### config.mk
export PLATFORM = sky130hd
export DESIGN_NAME = sync_fifo_flags
export DESIGN_NICKNAME = d
export VERILOG_FILES = /design/src/rtl/sync_fifo_flags.sv
export SDC_FILE = /design/constraint.sdc
export NUM_CORES = 1
export LEC_CHECK = 0
export BUFFER_PORTS_ARGS = -buffer_cell sky130_fd_sc_hd__buf_4
export CAP_MARGIN = 10
export CORE_ASPECT_RATIO = 0.5
export CORE_MARGIN = 2
export CORE_UTILIZATION = 45
export DETAILED_ROUTE_END_ITERATION = 10
export SYNTH_ARGS = -nofsm -noshare
export SYNTH_HDL_FRONTEND = slang
export SYNTH_SLANG_ARGS = --single-unit
### constraint.sdc
create_clock -name clk -period 8 [get_ports clk]
set_input_delay 1.6 -clock clk [delete_from_list [all_inputs] [get_ports clk]]
set_output_delay 1.6 -clock clk [all_outputs]
set_load 0.05 [all_outputs]
### src/rtl/sync_fifo_flags.sv
// sync_fifo_flags
//   Single-clock FIFO with occupancy count, programmable almost-full /
//   almost-empty thresholds, sticky overflow/underflow flags and a
//   selectable read mode: registered (FWFT=0) or first-word-fall-through
//   (FWFT=1).
//
// Ports
//   clk          in   rising-edge clock
//   rst          in   asynchronous, active-low reset
//   wdata        in   write data
//   wr_en        in   push request
//   rd_en        in   pop request (acknowledge of the head word in FWFT mode)
//   clr_err      in   synchronous clear of overflow/underflow
//   rdata        out  read data
//   rd_valid     out  rdata holds a valid popped (FWFT=0) or head (FWFT=1) word
//   full         out  count == DEPTH
//   empty        out  count == 0
//   almost_full  out  count >= AF_THRESH
//   almost_empty out  count <= AE_THRESH
//   count        out  occupancy 0..DEPTH
//   overflow     out  sticky: a push was rejected
//   underflow    out  sticky: a pop was rejected
//
// Handshake: a push is taken on any rising edge where wr_en=1 and the FIFO
// is not full, or is full but a pop is taken in the same cycle. A pop is
// taken on any rising edge where rd_en=1 and the FIFO is not empty. A
// request that is not taken is dropped (not held) and sets the matching
// sticky error flag. There is no write-through from an empty FIFO.

module sync_fifo_flags #(
  parameter int WIDTH     = 32,
  parameter int DEPTH     = 8,
  parameter int FWFT      = 0,
  parameter int AF_THRESH = DEPTH - 2,
  parameter int AE_THRESH = 1
) (
  input  logic                     clk,
  input  logic                     rst,
  input  logic [WIDTH-1:0]         wdata,
  input  logic                     wr_en,
  input  logic                     rd_en,
  input  logic                     clr_err,
  output logic [WIDTH-1:0]         rdata,
  output logic                     rd_valid,
  output logic                     full,
  output logic                     empty,
  output logic                     almost_full,
  output logic                     almost_empty,
  output logic [$clog2(DEPTH):0]   count,
  output logic                     overflow,
  output logic                     underflow
);

  localparam int AW = $clog2(DEPTH);
  localparam int CW = AW + 1;
  localparam logic [CW-1:0] DEPTH_C = CW'(DEPTH);
  localparam logic [CW-1:0] AF_C    = CW'(AF_THRESH);
  localparam logic [CW-1:0] AE_C    = CW'(AE_THRESH);

  // Elaboration-time parameter checks
  if (WIDTH < 1) begin : g_bad_width
    $error("sync_fifo_flags: WIDTH must be >= 1");
  end
  if (DEPTH < 2 || (DEPTH & (DEPTH - 1)) != 0) begin : g_bad_depth
    $error("sync_fifo_flags: DEPTH must be a power of two >= 2");
  end
  if (AF_THRESH < 1 || AF_THRESH > DEPTH) begin : g_bad_af
    $error("sync_fifo_flags: AF_THRESH must be in 1..DEPTH");
  end
  if (AE_THRESH < 0 || AE_THRESH > DEPTH - 1) begin : g_bad_ae
    $error("sync_fifo_flags: AE_THRESH must be in 0..DEPTH-1");
  end

  logic [WIDTH-1:0] mem_q [DEPTH];
  logic [AW-1:0]    wptr_q, wptr_d;
  logic [AW-1:0]    rptr_q, rptr_d;
  logic [CW-1:0]    count_q, count_d;
  logic             ovf_q, ovf_d;
  logic             unf_q, unf_d;
  logic             rd_acc, wr_acc;

  // Status flags are pure decodes of the registered count, so they move in
  // the same cycle as count and clear immediately on asynchronous reset.
  assign empty        = (count_q == '0);
  assign full         = (count_q == DEPTH_C);
  assign almost_full  = (count_q >= AF_C);
  assign almost_empty = (count_q <= AE_C);
  assign count        = count_q;
  assign overflow     = ovf_q;
  assign underflow    = unf_q;

  // A pop at full frees a slot, so the push in the same cycle is taken.
  assign rd_acc = rd_en && !empty;
  assign wr_acc = wr_en && (!full || rd_acc);

  always_comb begin
    wptr_d  = wptr_q;
    rptr_d  = rptr_q;
    count_d = count_q;
    if (wr_acc) wptr_d = wptr_q + AW'(1);
    if (rd_acc) rptr_d = rptr_q + AW'(1);
    unique case ({wr_acc, rd_acc})
      2'b10:   count_d = count_q + CW'(1);
      2'b01:   count_d = count_q - CW'(1);
      default: count_d = count_q;
    endcase
  end

  // Sticky errors: a new rejection in the same cycle as clr_err wins.
  always_comb begin
    ovf_d = ovf_q;
    unf_d = unf_q;
    if (clr_err) begin
      ovf_d = 1'b0;
      unf_d = 1'b0;
    end
    if (wr_en && !wr_acc) ovf_d = 1'b1;
    if (rd_en && !rd_acc) unf_d = 1'b1;
  end

  always_ff @(posedge clk or negedge rst) begin
    if (!rst) begin
      wptr_q  <= '0;
      rptr_q  <= '0;
      count_q <= '0;
      ovf_q   <= 1'b0;
      unf_q   <= 1'b0;
    end else begin
      wptr_q  <= wptr_d;
      rptr_q  <= rptr_d;
      count_q <= count_d;
      ovf_q   <= ovf_d;
      unf_q   <= unf_d;
    end
  end

  // Storage is intentionally not reset.
  always_ff @(posedge clk) begin
    if (wr_acc) mem_q[wptr_q] <= wdata;
  end

  if (FWFT != 0) begin : g_fwft
    // Head word is visible whenever the FIFO holds data; rd_en acknowledges it.
    assign rdata    = mem_q[rptr_q];
    assign rd_valid = !empty;
  end else begin : g_reg
    logic [WIDTH-1:0] rdata_q;
    logic             rd_valid_q;

    // rdata holds the last popped word; rd_valid pulses for one cycle per pop.
    always_ff @(posedge clk or negedge rst) begin
      if (!rst) begin
        rdata_q    <= '0;
        rd_valid_q <= 1'b0;
      end else begin
        rd_valid_q <= rd_acc;
        if (rd_acc) rdata_q <= mem_q[rptr_q];
      end
    end

    assign rdata    = rdata_q;
    assign rd_valid = rd_valid_q;
  end

endmodule

== Word level (Yosys, flattened, before mapping) ==
Memory sizes are Yosys's and may differ from the RTL's. A register that Yosys moved wholly into a read port is not among the register bits.
Index checks and enable logic that the tools add are counted.

* Bits in registers: 13
* Bits in writable memories: 256
* Bits of input ports: 37
* Output and inout bits: 43
* Logic and storage cells: 36
* Memories: 1

{| class="wikitable"
|+ Memory list
! memory !! depth !! bits a word !! read ports !! clocked after memory_dff !! wr ports !! RTL line !! text
|-
| mem_q || 8 || 32 || 1 || 1 || 1 || 74 || <nowiki>logic [WIDTH-1:0] mem_q [DEPTH];</nowiki>
|}

* Add/subtract/negate cells: 4
* Order comparisons: 2
* Equality and inequality tests: 3
* Mux-type cells: 6
* Reduce and logical (&&, ||, !) cells: 14

{| class="wikitable"
|+ Operators by type and width
! operator !! count
|-
| case mux 4 bit (2 select lines) || 1
|-
| adder 3 x 1 -> 3 bit, second input constant || 2
|-
| nonzero test 2 bit || 3
|-
| logical NOT 1 bit || 5
|-
| two-way mux 1 bit || 5
|-
| adder 4 x 1 -> 4 bit, second input constant || 1
|-
| equality test 4 bit, second input constant || 1
|-
| greater-or-equal comparator 4 x 3 -> 1 bit, second input constant || 1
|-
| less-or-equal comparator 4 x 1 -> 1 bit, second input constant || 1
|-
| logical AND 1 bit || 4
|-
| logical NOT 4 bit || 1
|-
| subtractor 4 x 1 -> 4 bit, second input constant || 1
|-
| equality test 2 x 1 -> 1 bit, second input constant || 1
|-
| equality test 2 bit, second input constant || 1
|-
| logical OR 1 bit || 1
|}

== Longest topological paths before layout ==
Gate-level depths: netlist of run 1.

* Word-level depth: 8
* Depth in mapped cells: 8
* Gate-level depth less buffers: 7

== Worst setup path after synthesis of run 1 ==
No wires, ideal clock.

* Kind: in2reg
* Start point: input rd_en
* End point: memory mem_q[0][0] (enable)
* Library setup time: 0.461 ns
* Data arrival time: 4.145 ns
* Setup slack: 3.394 ns
* Stages on the path: 3
* Path buffers: 0
* Cells stage by stage: o31a_1 > nand2b_1 > nor3_1

* Longest elaborated chain between the ends: 5

{| class="wikitable"
|+ RTL lines
! element !! RTL line !! text
|-
| start: declaration || 41 || <nowiki>input logic rd_en,</nowiki>
|-
| logical AND 1 bit || 93 || <nowiki>assign rd_acc = rd_en && !empty;</nowiki>
|-
| logical OR 1 bit || 94 || <nowiki>assign wr_acc = wr_en && (!full || rd_acc);</nowiki>
|-
| logical AND 1 bit || 94 ||
|-
| two-way mux 1 bit || 139 || <nowiki>if (wr_acc) mem_q[wptr_q] <= wdata;</nowiki>
|-
| two-way mux 1 bit (not written as such) || 139 ||
|-
| end: declaration || 74 ||
|}

Every way passes these cells.

== Final worst setup path of run 1 ==
* Start point: register count_q[0], in the netlist count[0]
* End point: output empty

* Longest elaborated chain between the ends: 1

{| class="wikitable"
|+ RTL lines
! element !! RTL line !! text
|-
| start: declaration || 77 || <nowiki>logic [CW-1:0] count_q, count_d;</nowiki>
|-
| start signal: assignment || 131 || <nowiki>count_q <= count_d;</nowiki>
|-
| logical NOT 4 bit || 84 || <nowiki>assign empty = (count_q == '0);</nowiki>
|-
| end: declaration || 46 || <nowiki>output logic empty,</nowiki>
|}

Every way passes these cells.

==> results of run 1 <==
==> metal layers <==
metal / share of wire (%) / global-route usage (%)
met2: 45 / 25.6
met5: 0 / 0
met3: 4.4 / 3.17
met1: 50 / 25.2
met4: 1.5 / 3.06
==> registers in the layout, indices dropped and copies added, names as in the netlist <==
| signal | count |
|---|---|
| rd_valid | 1 |
| rdata | 32 |
| count | 4 |
| mem_q | 256 |
| wptr_q | 3 |
| rptr_q | 3 |
| overflow | 1 |
| underflow | 1 |
==> cell type report <==
class                      instances  area share (%)
multi-input combinational        352            19.6
inverter                           7           0.193
clock inverter                    17            1.66
tap                              344            3.16
sequential                       301            64.8
clock buffer                      33            5.43
timing repair buffer              91            5.11
==> stage by stage <==
stage | power (mW) | utilization [%]
3_3_place_gp | 3.92 | 49.9
3_5_place_dp | 3.95 | 49.9
2_1_floorplan | 3.42 | -
5_1_grt | 5.55 | 53.8
4_1_cts | 5.33 | 53.7
6_report | 5.28 | 53.8
==> final timing paths <==
path / to / startpoint / cells past startpoint / slack (ps)
hold / removal: rdata[22] / rdata[22] / 2 / 480
max in group asynchronous: rptr_q[0] / rst / 1 / 6380
hold reg to reg: rdata[22] / rdata[22] / 2 / 480
setup / recovery: empty / count[0] / 5 / 4360
setup reg to reg: mem_q[3][14] / count[0] / 6 / 5180
min in group asynchronous: rdata[22] / rst / 1 / 1110
==> logic make-up (layout without fill, tap and decap cells) <==
kind of cell,after synthesis,in the layout,share of synthesized area [%]
xor gates and xnor gates,9,9,0.679
adders and majority gates,7,7,0.755
muxes,131,131,11.3
DFF,301,301,76.0
buffers and inverters,43,148,1.57
and+or+nand+nor,134,134,5.08
AOI/OAI and AO/OA,71,71,4.64
==> layout by cell type, fill, tap and decap left out, drive strengths merged, types with 3 or more instances in the layout <==
master	netlist	routed
edfxtp	256	256
mux2i	130	130
buf	17	91
nand2	74	74
a22oi	64	64
dfrtp	45	45
clkbuf	19	33
nand3	32	32
nor2	12	12
inv	7	8
ha	7	7
clkinv	0	7
xnor2	6	6
nand2b	5	5
bufinv	0	5
clkinvlp	0	4
nor3	4	4
xor2	3	3
==> power breakdown <==
part           total, mW  leakage [nW]  internal (mW)  switching (mW)
logic               1.72          1.82          0.589            1.13
registers           2.18          2.86           2.02           0.158
clock network       1.38         0.463          0.820           0.558
==> worst register-to-register path, delay by kind of cell (launching register included) <==
kind	cells	cell delay [ps]
buffers and inverters	1	130
flip-flops	1	440
AND/OR/NAND/NOR	3	1330
AO/OA/AOI/OAI	1	280
adder cells (fa/ha/maj)	1	230
==> impl_metrics.ini, run 1 <==
[layout]
regArea_um2 = 8820
finalNonFillerCells = 1145
area_growth_pct = 17.2
nNetsFinal = 824
diodes = 0
final_area_um2 = 13600
fillers = 2015
drive_above_1_share_pct = 19.4
multi_input_area_um2 = 2670

[clock_tree]
cts_buffers = 27
clk_pin_slew_ps = 70
cts_resized = 0
cts_root_buffer = clkbuf_16
cts_sinks = 301
cts-htree-levels = 1
cts_tree = done
insertion_delay_ps = 540
post_cts_buffers = 0
cts.path.max_buffers = 3
cts_hold_buf = 0

[timing]
fin_crit_ps = 3640
tightest_slew_ps = 1130
worst_slack_ps = 4360
finalSetupViolations = 0
drv_slew = 0
rsz0062_at_grt = no
setup_tns_ps = 0
clock_skew_ps = 9.02
hold_viol_final = 0
fin_crit_sh_pct = 45.5
max_freq_mhz = 275
hold_slack_ps = 475
max-slew-margin-rel_pct = 24.6

[route]
ant_nets = 0
drt-initial-drc-count = 395
avgViaCountPerCell = 5.31
via_count = 6075
totalWireLength_mm = 22.3
dr.pass1.iters = 4
wl_per_cell_um = 19.5
drc = 0

[yosys]
synth_top_area_cell = edfxtp_1
synth.most_common_cell = edfxtp_1
yosys.area.top_type_share_pct = 66.3
async_flop_share_pct = 15.0
syn_nets = 740
yosys_warnings = 0
postSynthAreaPerCell_um2 = 16.7
ys_seq_area_share_pct = 76.0
synth_area_leaders = edfxtp_1 (66%), mux2i_1 (11%), dfrtp_1 (9.7%)
netlist_area_um2 = 11600
synth_enable_flop_cells = 256
ys_ff_latch = 301
synth.top_cells.by_count = edfxtp_1 (256), mux2i_1 (130), nand2_1 (73), a22oi_1 (64), dfrtp_1 (45)
synthFlopType = edfxtp_1
synth_cells = 696
synthDistinctLibCells = 32

[floorplanning]
rows = 41
die-area_um2 = 27200
coreArea_um2 = 25300
start_util_pct = 45.9
die_h_um = 118
dieWidth_um = 231
io_pins = 80

[setup_path]
cp-end-kind = primary output
critPathLaunchType = flip-flop
cp_num_buf_inv = 3
crit_required_ps = 6400
crit_path_max_fanout = 6
worst_ep_arrival_time_ps = 2040
cp_cell_sequence = inv_1 > ha_1 > or3b_4 > inv_2 > buf_4
critical_path_class = flip-flop to primary output
crit_slowest_cell = dfrtp_1
slowest_delay_ps = 440
critPathTopFamily = buffers and inverters

[placed_design]
io_buffers = 79
dp_slack_ps = 4320
dpl_cell_area_um2 = 12600
place_inst = 1094
place_hpwl_mm = 12.3
place.gp.congestion = 0.783

[power]
p_per_area_nw_per_um2 = 388
ir_drop_mv = 0.174
p_leak_nw = 5.14

[global_routing]
grt_pass1_wl_mm = 34.9
antenna_found_initial = 0
grt-ovfl-total = 0
track_usage_pct = 16.7
grt_max_degree = 62
grt_pass1_vias = 6062

[job]
maxCapViolations = 0

[min_path]
hold_path.class = flip-flop to flip-flop

[run_status]
status = finished, final reports clean
Note: power is estimated with default switching activity, not from simulation.
==> run 2: changes to the inputs <==
--- a/config.mk
+++ b/config.mk
@@ -5,6 +5,7 @@
 export SDC_FILE = /design/constraint.sdc
 export NUM_CORES = 1
 export LEC_CHECK = 0
+export ABC_AREA = 1
 export BUFFER_PORTS_ARGS = -buffer_cell sky130_fd_sc_hd__buf_4
 export CAP_MARGIN = 10
 export CORE_ASPECT_RATIO = 0.5
==> constraint.sdc (replaced) <==
create_clock -name clk -period 3.02 [get_ports clk]
set_input_delay 0.604 -clock clk [delete_from_list [all_inputs] [get_ports clk]]
set_output_delay 0.604 -clock clk [all_outputs]
set_load 0.05 [all_outputs]
==> run 2 against run 1 <==
Total power rose to 2.8 times the previous value. Register-to-register slack worse by 4800 ps. Sequential share of layout area decreased by 3.3 points. Global-route usage up 2.1 points. Clock skew up 7.8 ps.
==> impl_metrics.ini, run 2 <==
[floorplanning]
die_h_um = 122
rows = 42
coreArea_um2 = 26800
start_util_pct = 46.4
dieWidth_um = 239
die-area_um2 = 29100
io_pins = 80

[setup_path]
critical_path_class = flip-flop to flip-flop
crit_required_ps = 3280
crit_slowest_cell = nor2_4
cp_common_cell = inv_1
cp-end-kind = flip-flop
critPathLaunchType = flip-flop
crit_path_max_fanout = 29
slowest_delay_ps = 880
cp_cell_sequence = inv_1 > ha_1 > inv_1 > nor2_1 > nand2_2 > o21ai_2 > inv_2 > nand2_1 > nor2_4 > buf_4
worst_ep_arrival_time_ps = 2930

[yosys]
synthFlopType = edfxtp_1
ys_ff_latch = 301
synth.most_common_cell = nand2_1
synth_area_leaders = edfxtp_1 (62%), nand2_1 (13%), dfrtp_1 (9.0%)
synthDistinctLibCells = 31
synth_top_area_cell = edfxtp_1
async_flop_share_pct = 15.0
ys_seq_area_share_pct = 70.8
synth_enable_flop_cells = 256
netlist_area_um2 = 12400
synth_cells = 1128
synth.top_cells.by_count = nand2_1 (420), edfxtp_1 (256), nand3_1 (135), inv_1 (85), nor2_1 (66)
postSynthAreaPerCell_um2 = 11.0
syn_nets = 1172
yosys.area.top_type_share_pct = 61.8
yosys_warnings = 0

[global_routing]
grt_pass1_wl_mm = 42.0
grt_pass1_vias = 7766
antenna_found_initial = 0
grt-ovfl-total = 0
track_usage_pct = 18.8
grt_max_degree = 135

[timing]
drv_slew = 0
hold_viol_final = 0
fin_crit_sh_pct = 88.3
tightest_slew_ps = 1130
finalSetupViolations = 0
max_freq_mhz = 375
max-slew-margin-rel_pct = 24.6
rsz0062_at_grt = no
clock_skew_ps = 16.9
fin_crit_ps = 2670

[layout]
multi_input_area_um2 = 3010
fillers = 2290
nNetsFinal = 1248
largest_reg_flops = 256
fin_util_pct = 53.5
final_area_um2 = 14300
top_register = mem_q
regArea_um2 = 8820
diodes = 0
drive_above_1_share_pct = 13.5
final_common_cell = nand2_1
most-common-layout-cells = nand2_1 (420), edfxtp_1 (256), nand3_1 (135)
area_growth_pct = 15.2

[clock_tree]
cts_resized = 0
cts_sinks = 301
insertion_delay_ps = 560
clk_pin_slew_ps = 60
cts_tree = done
cts.path.max_buffers = 3
cts_hold_buf = 0
cts_buffers = 28
cts_root_buffer = clkbuf_16
post_cts_buffers = 0
cts-htree-levels = 1

[route]
wl_per_cell_um = 16.8
dr.pass1.iters = 5
avgViaCountPerCell = 5.06
ant_nets = 0
drc = 0
via_count = 7979
drt-initial-drc-count = 594
totalWireLength_mm = 26.5

[power]
p_per_area_nw_per_um2 = 1020
internal_power_mw = 8.86
power.share.clock_pct = 24.0
ir_drop_mv = 0.709
p_switching_mw = 5.75
combPwrFrac_pct = 37.6
swShare_pct = 39.4
power_frac_seq_pct = 38.3
p_leak_nw = 5.99

[placed_design]
place.gp.congestion = 0.767
io_buffers = 79
place_hpwl_mm = 14.6
dpl_cell_area_um2 = 13400

[min_path]
hold_path.class = input pin to async pin

[run_status]
status = finished, final reports clean

[job]
maxCapViolations = 0
-- run 2: cell types whose count changed after synthesis, moves of 10 or more --
cell,change
a22oi_1,-64
buf_4,+10
inv_1,+80
mux2i_1,-130
nand2_1,+347
nand3_1,+103
nor2_1,+54
o21ai_0,+19
o21ai_1,+11
-- run 2: kinds of logic after synthesis --
group	after synthesis	share of synthesized area, %
and+or+nand+nor	631	20.9
DFF	301	70.8
buffers and inverters	144	5.47
AOI/OAI and AO/OA	40	1.77
adders and majority gates	7	0.704
xor gates and xnor gates	5	0.352
-- run 2: worst max-delay path, delay by kind of cell, from the launching register on --
family,cells,cell delay [ps]
compound gates,1,100
fa+ha+maj,1,230
buf+inv,4,500
flops,1,350
simple gates,4,1190
-- run 2: through the flow --
step | setup slack (ps) | hold WS [ps] | total power [mW] | std cells | setup TNS, ps
final | 352 | 111 | 14.6 | 1578 | 0
after detailed placement | 345 | 467 | 11.2 | 1526 | 0
after global routing | 158 | 152 | 15.5 | 1578 | 0
after global placement | 403 | 464 | 11.1 | 1526 | 0
after CTS | 303 | 123 | 14.7 | 1578 | 0
after floorplan | -393 | 308 | 9.65 | 1128 | -75130
-- run 2: per-layer routing --
layer,vias up,global-route usage [%],routed length [um]
li1,3894,-,-
met1,3858,27.4,12700
met2,192,30.1,12100
met3,35,2.86,1230
met4,0,4.18,483
met5,-,0,0
-- run 2: worst paths after layout --
| check | start | to | slack, ps | depth (start not counted) |
|---|---|---|---|---|
| setup / recovery | count[0] | mem_q[7][25] | 350 | 10 |
| hold / removal | rst | underflow | 110 | 1 |
| setup reg to reg | count[0] | mem_q[7][25] | 350 | 10 |
| hold reg to reg | rdata[17] | rdata[17] | 480 | 2 |
| max in group asynchronous | rst | rptr_q[0] | 2370 | 1 |
| min in group clk | clr_err | overflow | 270 | 2 |
-- run 2: layout make-up --
class | instances | area share (%)
clock buffer | 34 | 5.11
clock inverter | 18 | 1.26
inverter | 88 | 2.37
multi-input combinational | 683 | 21.0
sequential | 301 | 61.5
tap | 352 | 3.07
timing repair buffer | 102 | 5.69
-- run 2: power by group through the flow --
stage                     registers (mW)  clock network (mW)  logic, mW
final                               5.60                3.51       5.50
after global routing                5.68                3.73       6.10
after CTS                           5.60                3.58       5.56
after detailed placement            5.69                   0       5.53
after global placement              5.67                   0       5.46
after floorplan                     6.46                   0       3.19
==> run 3: changes to the inputs <==
--- a/config.mk
+++ b/config.mk
@@ -12,6 +12,7 @@
 export CORE_MARGIN = 2
 export CORE_UTILIZATION = 45
 export DETAILED_ROUTE_END_ITERATION = 10
+export SLEW_MARGIN = 20
 export SYNTH_ARGS = -nofsm -noshare
 export SYNTH_HDL_FRONTEND = slang
 export SYNTH_SLANG_ARGS = --single-unit
==> constraint.sdc (replaced) <==
create_clock -name clk -period 2.71 [get_ports clk]
set_input_delay 0.542 -clock clk [delete_from_list [all_inputs] [get_ports clk]]
set_output_delay 0.542 -clock clk [all_outputs]
set_load 0.05 [all_outputs]
==> run 3 against run 2 <==
Hold slack worse by 80 ps. Critical endpoint is now mem_q[6][20]. Clock power up 10%. Die area unchanged. Critical path depth unchanged. Register-to-register slack worse by 130 ps. Critical path type unchanged. Routed wire length up 5.3%. Fmax up 7.1%.
==> impl_metrics.ini, run 3 (synthesis results as in run 2) <==
[timing]
max-slew-margin-rel_pct = 27.5
finalSetupViolations = 0
tightest_slew_ps = 1090
setup_tns_ps = 0
worst_slack_ps = 219
fin_crit_sh_pct = 91.9
rsz0062_at_grt = no
clock_skew_ps = 27.1
fin_crit_ps = 2490
hold_slack_ps = 30.8
drv_slew = 0
hold_viol_final = 0
max_freq_mhz = 401

[placed_design]
place.gp.congestion = 0.803
place_inst = 1524
dpl_cell_area_um2 = 13400
io_buffers = 79
place_hpwl_mm = 16.3
dp_slack_ps = 114

[run_status]
status = finished, final reports clean

[layout]
multi_input_area_um2 = 3010
diodes = 0
drive_above_1_share_pct = 13.4
final_area_um2 = 14400
area_growth_pct = 15.6
final_common_cell = nand2_1
top_register = mem_q
most-common-layout-cells = nand2_1 (420), edfxtp_1 (256), nand3_1 (135)
finalNonFillerCells = 1577
largest_reg_flops = 256
nNetsFinal = 1248
fillers = 2280
regArea_um2 = 8820

[floorplanning]
dieWidth_um = 239
io_pins = 80
die_h_um = 122
start_util_pct = 46.4
coreArea_um2 = 26800
die-area_um2 = 29100
rows = 42

[clock_tree]
cts.path.max_buffers = 3
cts-htree-levels = 1
cts_resized = 0
clk_pin_slew_ps = 70
cts_root_buffer = clkbuf_16
post_cts_buffers = 0
cts_buffers = 27
cts_tree = done
insertion_delay_ps = 560
cts_sinks = 301
cts_hold_buf = 0

[setup_path]
ff2ff_setup_slack_ps = 220
r2r-end = mem_q[6][20]
reg2reg_depth = 10
cp-end-kind = flip-flop
r2r_start = count[0]
crit_required_ps = 2870
worst_ep_arrival_time_ps = 2650
crit_path_max_fanout = 32
critical_path_class = flip-flop to flip-flop
critPathLaunchType = flip-flop

[route]
ant_nets = 0
dr.pass1.iters = 5
avgViaCountPerCell = 5.07
drt-initial-drc-count = 879
totalWireLength_mm = 27.9
via_count = 8001
wl_per_cell_um = 17.7
drc = 0

[power]
p_leak_nw = 5.99
ir_drop_mv = 0.689
p_per_area_nw_per_um2 = 1140

[global_routing]
track_usage_pct = 20.0
grt_max_degree = 135
antenna_found_initial = 0
grt-ovfl-total = 0
grt_pass1_wl_mm = 44.4
grt_pass1_vias = 7722

[job]
maxCapViolations = 0

[min_path]
hold_path.class = input pin to async pin
[run 3: cell types whose count changed in the layout (fill, tap and decap cells not counted), sizes merged]
cell,before,now
buf,102,103
clkbuf,34,29
bufinv,3,4
clkinv,13,15
[run 3: worst max-delay path by stage]
stage	slack, ps	end	depth (start not counted)	from
floorplan	-220	mem_q[1][0]	9	count[0]
global placement	150	mem_q[1][8]	10	count[0]
detailed placement	110	mem_q[1][8]	10	count[0]
CTS	100	mem_q[1][20]	10	count[0]
global route	40	mem_q[6][25]	10	count[0]
finish	220	mem_q[6][20]	10	count[0]
[run 3: through the flow]
step / power, mW / util, %
6_report: 16.4 / 53.7
5_1_grt: 17.5 / 53.7
4_1_cts: 16.5 / 53.4
3_5_place_dp: 12.6 / 50.1
3_3_place_gp: 12.6 / 50.0
2_1_floorplan: 10.8 / -
[run 3: where the power goes]
| group | internal, mW | total (mW) | switching (mW) |
|---|---|---|---|
| Combinational | 1.86 | 6.39 | 4.53 |
| Clock | 2.20 | 3.87 | 1.67 |
| Sequential | 5.86 | 6.15 | 0.285 |
[run 3: routing by layer]
metal	track usage [%]	share of wire [%]	vias up
met3	3.26	5.4	29
met5	0	0	-
met2	29.9	44	201
met4	4.02	1.5	0
met1	30.9	49	3876
li1	-	-	3895
[run 3: area by class of cell]
cell class	count	share of cell area (%)
tap	352	3.06
multi-input combinational	683	20.9
clock buffer	29	4.75
timing repair buffer	103	6.19
clock inverter	21	1.39
sequential	301	61.3
inverter	88	2.37
[run 3: worst max-delay path, stage by stage (launching register included)]
cell and delay (ps):
dfrtp_1 350, inv_1 60, ha_1 230, inv_1 70
nor2_1 50, nand2_2 70, o21ai_2 120, inv_2 110
nand2_2 140, buf_4 190, nor2_4 710
